File: src/rtl/bb_stim_responder.sv
`default_nettype none
// ============================================================================
//  Module   : bb_stim_responder
//  Function : Emulated blackbox stimulus/response block with a per-lane
//             invert mask and programmable request-to-response latency.
//  Revision : 1.0  initial release
// ============================================================================
module bb_stim_responder #(
    parameter int              WIDTH    = 4,
    parameter logic [WIDTH-1:0] INV_MASK = 4'b0011,
    parameter int              LATENCY  = 2
) (
    input  logic             clock,
    input  logic             reset,
    input  logic             req_valid,
    output logic             req_ready,
    input  logic [WIDTH-1:0] req_data,
    output logic             resp_valid,
    input  logic             resp_ready,
    output logic [WIDTH-1:0] resp_data,
    output logic [15:0]      resp_count,
    output logic             busy
);

    // WAIT spends LATENCY-2 extra cycles after the accept edge; LATENCY=1 skips it.
    localparam logic [2:0] c_LAT_LOAD = (LATENCY > 1) ? 3'(LATENCY - 2) : 3'd0;
    localparam bit         c_DIRECT   = (LATENCY == 1);

    typedef enum logic [1:0] {
        ST_IDLE = 2'd0,
        ST_WAIT = 2'd1,
        ST_RESP = 2'd2
    } state_t;

    state_t           r_state;
    state_t           w_nextState;
    logic [2:0]       r_latCnt;
    logic [2:0]       w_nextLatCnt;
    logic [WIDTH-1:0] r_respData;
    logic [WIDTH-1:0] w_nextRespData;
    logic [15:0]      r_respCount;
    logic [15:0]      w_nextRespCount;
    logic [WIDTH-1:0] w_laneOut;

    // Each lane models one blackbox: an inverting or a pass-through buffer.
    genvar gi;
    generate
        for (gi = 0; gi < WIDTH; gi++) begin : g_lane
            if (INV_MASK[gi]) begin : g_inv
                assign w_laneOut[gi] = ~req_data[gi];
            end else begin : g_pass
                assign w_laneOut[gi] = req_data[gi];
            end
        end
    endgenerate

    always_ff @(posedge clock) begin
        if (reset) begin
            r_state     <= ST_IDLE;
            r_latCnt    <= 3'd0;
            r_respData  <= '0;
            r_respCount <= 16'd0;
        end else begin
            r_state     <= w_nextState;
            r_latCnt    <= w_nextLatCnt;
            r_respData  <= w_nextRespData;
            r_respCount <= w_nextRespCount;
        end
    end

    always_comb begin
        w_nextState     = r_state;
        w_nextLatCnt    = r_latCnt;
        w_nextRespData  = r_respData;
        w_nextRespCount = r_respCount;
        case (r_state)
            ST_IDLE: begin
                if (req_valid) begin
                    w_nextRespData = w_laneOut;
                    if (c_DIRECT) begin
                        w_nextState = ST_RESP;
                    end else begin
                        w_nextState  = ST_WAIT;
                        w_nextLatCnt = c_LAT_LOAD;
                    end
                end
            end
            ST_WAIT: begin
                if (r_latCnt == 3'd0) begin
                    w_nextState = ST_RESP;
                end else begin
                    w_nextLatCnt = r_latCnt - 3'd1;
                end
            end
            ST_RESP: begin
                if (resp_ready) begin
                    w_nextState     = ST_IDLE;
                    w_nextRespData  = '0;
                    w_nextRespCount = r_respCount + 16'd1;
                end
            end
            default: begin
                w_nextState = ST_IDLE;
            end
        endcase
    end

    assign req_ready  = (r_state == ST_IDLE);
    assign resp_valid = (r_state == ST_RESP);
    assign busy       = (r_state != ST_IDLE);
    assign resp_data  = resp_valid ? r_respData : '0;
    assign resp_count = r_respCount;

endmodule
`default_nettype wire

File: config.mk
export PLATFORM = sky130hd
export DESIGN_NAME = bb_stim_responder
export DESIGN_NICKNAME = d
export VERILOG_FILES = /design/src/rtl/bb_stim_responder.sv
export SDC_FILE = /design/constraint.sdc
export NUM_CORES = 1
export LEC_CHECK = 0
export CORE_ASPECT_RATIO = 1.75
export CORE_UTILIZATION = 45
export DETAILED_ROUTE_END_ITERATION = 16
export GPL_ROUTABILITY_DRIVEN = 0
export PLACE_DENSITY = 0.82
export SKIP_CTS_REPAIR_TIMING = 1
export SYNTH_ARGS = -nofsm -noshare
export SYNTH_HDL_FRONTEND = slang
export SYNTH_SLANG_ARGS = --single-unit
File: constraint.sdc
create_clock -name clock -period 3.45 [get_ports clock]
set_clock_uncertainty 0.15 [all_clocks]
set_input_delay 0.5175 -clock clock [delete_from_list [all_inputs] [get_ports clock]]
set_output_delay 0.5175 -clock clock [all_outputs]
set_load 0.02 [all_outputs]
==> results of run 1 <==
## critical path, stage by stage, from the launching register on
cell,delay (ns)
dfxtp_1,0.47
and2b_2,0.29
and2_1,0.15
clkdlybuf4s50_1,0.60
## power breakdown
group	switching, mW	leakage (nW)	internal (mW)
Sequential	0.0141	0.203	0.303
Combinational	0.0622	0.361	0.0599
Clock	0.0861	0.0228	0.0824
Total	0.162	0.587	0.445
## cell usage after synthesis
cell type / instances / area share, %
nand3_1: 7 / 2.9
and2_1: 4 / 2.0
nand4b_2: 1 / 1.2
o21ba_2: 1 / 0.82
nor4_4: 1 / 1.7
a31o_2: 1 / 0.71
xor2_1: 3 / 2.1
nand2_1: 10 / 3.1
or3_1: 1 / 0.51
a311oi_1: 1 / 0.71
nand3b_1: 1 / 0.61
nor4_2: 3 / 3.1
nand4_1: 1 / 0.51
o21ai_0: 1 / 0.41
ha_1: 3 / 3.1
xnor2_1: 9 / 6.4
clkbuf_1: 2 / 0.61
inv_1: 7 / 2.1
mux2_2: 2 / 1.8
a22oi_1: 2 / 1.2
nor3_2: 1 / 0.82
or4b_1: 1 / 0.82
buf_2: 1 / 0.41
nor2_1: 28 / 8.6
a41o_1: 1 / 0.82
nor3b_1: 1 / 0.61
nand4_4: 1 / 1.7
buf_6: 1 / 0.92
nand2b_1: 2 / 1.0
and2b_2: 1 / 0.71
nor3_1: 5 / 2.0
a2bb2oi_1: 2 / 1.4
nor2b_1: 1 / 0.51
buf_1: 1 / 0.31
dfxtp_1: 25 / 41
a21oi_1: 7 / 2.9
## registers in the layout, summed over array words and instances, names as in the netlist
signal / count
r_latCnt: 3
r_respData: 4
resp_count: 16
r_state: 2
## final timing paths
check | start | slack [ns] | endpoint
max reg2reg | r_state[1]$_SDFFE_PP0P_ | 1.69 | resp_count[13]$_SDFFE_PP0P_
min | r_latCnt[1]$_SDFFE_PP0P_ | 0.31 | r_latCnt[1]$_SDFFE_PP0P_
min reg2reg | r_latCnt[1]$_SDFFE_PP0P_ | 0.31 | r_latCnt[1]$_SDFFE_PP0P_
max | r_state[1]$_SDFFE_PP0P_ | 1.01 | resp_data[2]
## kinds of logic after synthesis
kind of cell | after synthesis | share of synthesized area, %
simple gates | 70 | 32.42
compound gates | 16 | 8.970
fa+ha+maj | 3 | 3.058
buf+inv | 12 | 4.383
mux | 2 | 1.835
flops | 25 | 40.77
xor+xnor | 12 | 8.563
## layer usage
| metal | wire, µm | part of all wire (%) | vias up | GRT usage (%) |
|---|---|---|---|---|
| met5 | 0 | 0 | - | 0 |
| met2 | 1414 | 57 | 23 | 35.24 |
| met3 | 61 | 2.5 | 4 | 1.531 |
| met1 | 962 | 39 | 501 | 18.75 |
| li1 | - | - | 532 | - |
| met4 | 30 | 1.2 | 0 | 6.452 |
## placed cells by master, fill, tap and decap left out, types with 3 or more instances in the layout
cell type        synthesis  final
xnor2_1                  9      9
clkdlybuf4s50_1          0     30
clkbuf_8                 0      3
nor3_1                   5      5
nand2_1                 10     10
dfxtp_1                 25     25
xor2_1                   3      3
inv_1                    7      7
nor4_2                   3      3
ha_1                     3      3
nand3_1                  7      7
nor2_1                  28     28
a21oi_1                  7      7
and2_1                   4      4
## layout make-up
cell class              count  area (µm²)  area share [%]
flip-flops and latches     25       500.5           31.57
inverters                   7       26.28           1.657
well taps                  26       32.53           2.052
clock buffers               4       45.04           2.841
repair buffers             31       307.8           19.42
multi-input cells         103       673.1           42.46
==> metrics.txt, run 1 <==
outcome finished clean; initial antenna violation count 0; syn nets ~150; H-tree depth 1; Clock transition at path regs around 0.080 ns; Pwr Total 607.5 µW; RSZ-0062 raised after global routing false; FP Rows 24; Die Y 71.09 µm; share of cells above drive strength 1 under 10%; IO Port Bufs 30; Rel. slew slack 61.92%; #FFs+latches synth 25; CTS Buf Count 3; final hold vios 0; synthesized cell area 1227 µm²; crit path max fanout 10; critical path required time 2.78 ns; startpoint types flop; Via density 5.408; 1st-pass router iterations 4; Placement Cell Area about 1500 µm²; period utilisation layout 70.76%; Peak Freq 409.6 MHz; worst-margin pin slew 0.5700 ns; Post-route DRC 0; Finished Core Util 62.11%; Initial Util 48.09%; Hold Path Cell Cnt 2; Final Hold Slack about 0.31 ns; Nets 182; worst setup path category reg -> out; worst hold path type reg -> reg; final instance area ~1600 µm²; maxcap violations 0; VDD IR max 0.0003046 V; final worst slack 1.009 ns; # setup viols final 0; P&R area growth vs syn 29.15%; WL final 2.469 mm; R2R cell count 4; pin count of the biggest net entering global routing 23; fillers 217; Clk Latency, worst-skew pair 0.26 ns; Tot GR Track Use 17.86%; Synth cell types 36; synth warn 0; Die Wd 41.48 µm; DP Worst Slack 1.035 ns; gate count after technology mapping 140; Leak Pwr 0.5867 nW; first-pass GRT wire length 4.250 mm; Final min period 2.441 ns; GRT overflow 0; Post-DRT Antenna Nets 0; vias in the first global route around 1000; CTS Buffer Depth 2; Boundary Pins 31; via count 1060; Clk Tree Root Cell clkbuf_8; pwr dens roughly 380 nW/µm²; Final Max Tran Viols 0; per-cell routed wire length 12.60 µm; CP arrival roughly 1.8 ns; DIE AREA 2949 µm²; Syn Area/Cell 8.767 µm²; n_diodes 0; CTS tree yes; Detailed Place HPWL 1.939 mm; Core Region 2552 µm²; part of the Yosys area used for sequential elements 40.77%; Initial DRC Count 26; setup TNS 0 ns; clock sink count 25; non-filler cells, final 196; # placed instances about 190; Crit. End Element primary output
(Power assumes the default switching activity.)
==> inputs of run 2 (changes only) <==
--- a/config.mk
+++ b/config.mk
@@ -6,7 +6,7 @@
 export NUM_CORES = 1
 export LEC_CHECK = 0
 export CORE_ASPECT_RATIO = 1.75
-export CORE_UTILIZATION = 45
+export CORE_UTILIZATION = 43
 export DETAILED_ROUTE_END_ITERATION = 16
 export GPL_ROUTABILITY_DRIVEN = 0
 export PLACE_DENSITY = 0.82
==> constraint.sdc (replaced) <==
create_clock -name clock -period 2 [get_ports clock]
set_clock_uncertainty 0.15 [all_clocks]
set_input_delay 0.3 -clock clock [delete_from_list [all_inputs] [get_ports clock]]
set_output_delay 0.3 -clock clock [all_outputs]
set_load 0.02 [all_outputs]
==> run 2 against run 1 <==
  * Sequential power is 69% higher
  * Flip-flop and latch count is the same
  * Hold slack got worse by 0.0013 ns
  * Largest cell class unchanged
  * Critical endpoint is now resp_count[4]
  * Non-clock buffer count rose by 9
==> metrics.txt, run 2 (synthesized netlist as in run 1, its figures left out) <==
Clock transition at path regs 0.09 ns (about the same); n_diodes 0 (unchanged); commonest non-fill, non-tap cell in the layout nor2_1; H-tree depth 1 (unchanged); Die Y 72.68 µm (+2.2%); IO Port Bufs 30 (unchanged); Worst Path Buf+Inv 1 (unchanged); CTS Buffer Depth 2 (unchanged); outcome finished clean; Initial DRC Count 37 (+42%); P&R area growth vs syn 36.29%; Post-DRT Antenna Nets 0 (unchanged); Clk Tree Root Cell clkbuf_8; Crit-path slowest cell clkdlybuf4s50_1; fillers 238 (+9.7%); cell family with most CP delay buffers and inverters; RSZ-0062 raised after global routing false; DIE AREA 3080 µm² (+4.5%); startpoint types flop; FP Rows 25 (+4.2%); GRT overflow 0 (unchanged); highest-count cells in the layout ignoring fill and taps 28 x nor2_1, 25 x dfxtp_1, 23 x clkdlybuf4s50_1; Core Region 2690 µm² (+5.4%); vias in the first global route 1095 (+7.5%); reg2reg start r_latCnt[0]$_SDFFE_PP0P_; CTS Buf Count 3 (unchanged); # setup viols final 0 (unchanged); Tot GR Track Use 19.72% (+1.9 points); Leak Pwr 0.7424 nW (+27%); max incr delay on CP 0.66 ns (+0.06 ns); CP arrival 1.42 ns (-0.35 ns); Rel. slew slack 70.48% (+8.6 points); crit path max fanout 6 (-4); critical path required time 1.55 ns (-1.23 ns); Die Wd 42.39 µm (+2.2%); crit path cell chain clkdlybuf4s50_1; max reg flops 16 (unchanged); CTS tree yes; clock sink count 25 (unchanged); RR Endpoint r_latCnt[1]$_SDFFE_PP0P_; Post-route DRC 0 (unchanged); first-pass GRT wire length 4.650 mm (+9.4%); pin count of the biggest net entering global routing 15 (-35%); per-cell routed wire length 13.48 µm (+7.0%); period utilisation layout 93.43%; 1st-pass router iterations 4 (unchanged); R2R cell count 6 (+2); Clk Latency, worst-skew pair 0.27 ns (about the same); Hold Startpoint r_latCnt[1]$_SDFFE_PP0P_; worst setup path category reg -> out; worst-margin pin slew 0.4415 ns (-0.1285 ns); Finished Core Util 62.19% (+0.078 points); Peak Freq 535.2 MHz; final hold vios 0 (unchanged); Detailed Place HPWL 2.109 mm (+8.8%); VDD IR max 0.0007471 V (+150%); Initial Util 45.63% (-2.5 points); Placement Cell Area 1609 µm² (+4.5%); register area 500.5 µm² (unchanged); Boundary Pins 31 (unchanged); Hold Path Cell Cnt 2 (unchanged); WL final 2.777 mm (+12%); via count 1112 (+4.9%); Hold Path End r_latCnt[1]$_SDFFE_PP0P_; share of cells above drive strength 1 14.53% (+5.1 points); Crit. End Element primary output; Via density 5.398 (-0.19%); worst hold path type reg -> reg; multi-input logic area 673.1 µm² (unchanged); R2R Setup Slk 0.25 ns (-1.44 ns); maxcap violations 0 (unchanged); Nets 191 (+4.9%); initial antenna violation count 0 (unchanged); Final Max Tran Viols 0 (unchanged); final instance area 1673 µm² (+5.5%); Final min period 1.869 ns; pwr dens 641.0 nW/µm² (+67%)
## run 2: changes by cell type in the layout (fill, tap and decap cells not counted)
cell / change
clkbuf_1: -1
buf_4: +9
clkinv_2: +1
dlymetal6s2s_1: +7
clkdlybuf4s50_1: -7
## run 2: worst reg2reg max path: stages (launching register included)
cell	delay, ns
dfxtp_1	0.36
inv_1	0.09
ha_1	0.22
nand3b_1	0.15
nand2_1	0.11
or4b_1	0.47
a21oi_1	0.14
## run 2: worst max path at each step
stage,to,startpoint,slack [ns],cells past startpoint
global placement,resp_count[11]$_SDFFE_PP0P_,resp_ready,0.03,6
CTS,resp_data[0],r_state[0]$_SDFFE_PP0P_,-0.1,3
floorplan,resp_count[15]$_SDFFE_PP0P_,resp_count[4]$_SDFFE_PP0P_,0.38,4
global route,resp_count[4],resp_count[4]$_SDFFE_PP0P_,0.06,1
finish,resp_count[4],resp_count[4]$_SDFFE_PP0P_,0.13,1
detailed placement,resp_count[9]$_SDFFE_PP0P_,resp_ready,-0.03,6
## run 2: cell type report
cell class | instances | share of cell area, %
tap | 27 | 2.019
sequential | 25 | 29.92
multi-input combinational | 103 | 40.24
timing repair buffer | 40 | 23.49
clock buffer | 3 | 2.468
clock inverter | 1 | 0.2992
inverter | 7 | 1.571
## run 2: through the flow
stage	cells	power (mW)	setup TNS, ns	hold WS (ns)	worst slack, ns
3_3_place_gp	202	0.7755	0	0.2881	0.03345
2_1_floorplan	140	0.6933	0	0.2819	0.3752
6_report	206	1.072	0	0.3114	0.1315
5_1_grt	206	1.127	0	0.3413	0.06325
4_1_cts	206	1.087	-0.3486	0.3120	-0.09997
3_5_place_dp	202	0.7879	-0.03549	0.2991	-0.02618
## run 2: layer usage
metal	GRT usage, %	up-vias	share of wire, %
li1	-	550	-
met1	19.97	531	38
met2	37.26	25	57
met3	3.218	6	2.6
met4	10.42	0	2.5
met5	0	-	0
## run 2: report_power, final
| group | switching [mW] | internal (mW) |
|---|---|---|
| registers | 0.0148 | 0.522 |
| clock network | 0.161 | 0.139 |
| logic | 0.121 | 0.114 |
| total | 0.296 | 0.776 |
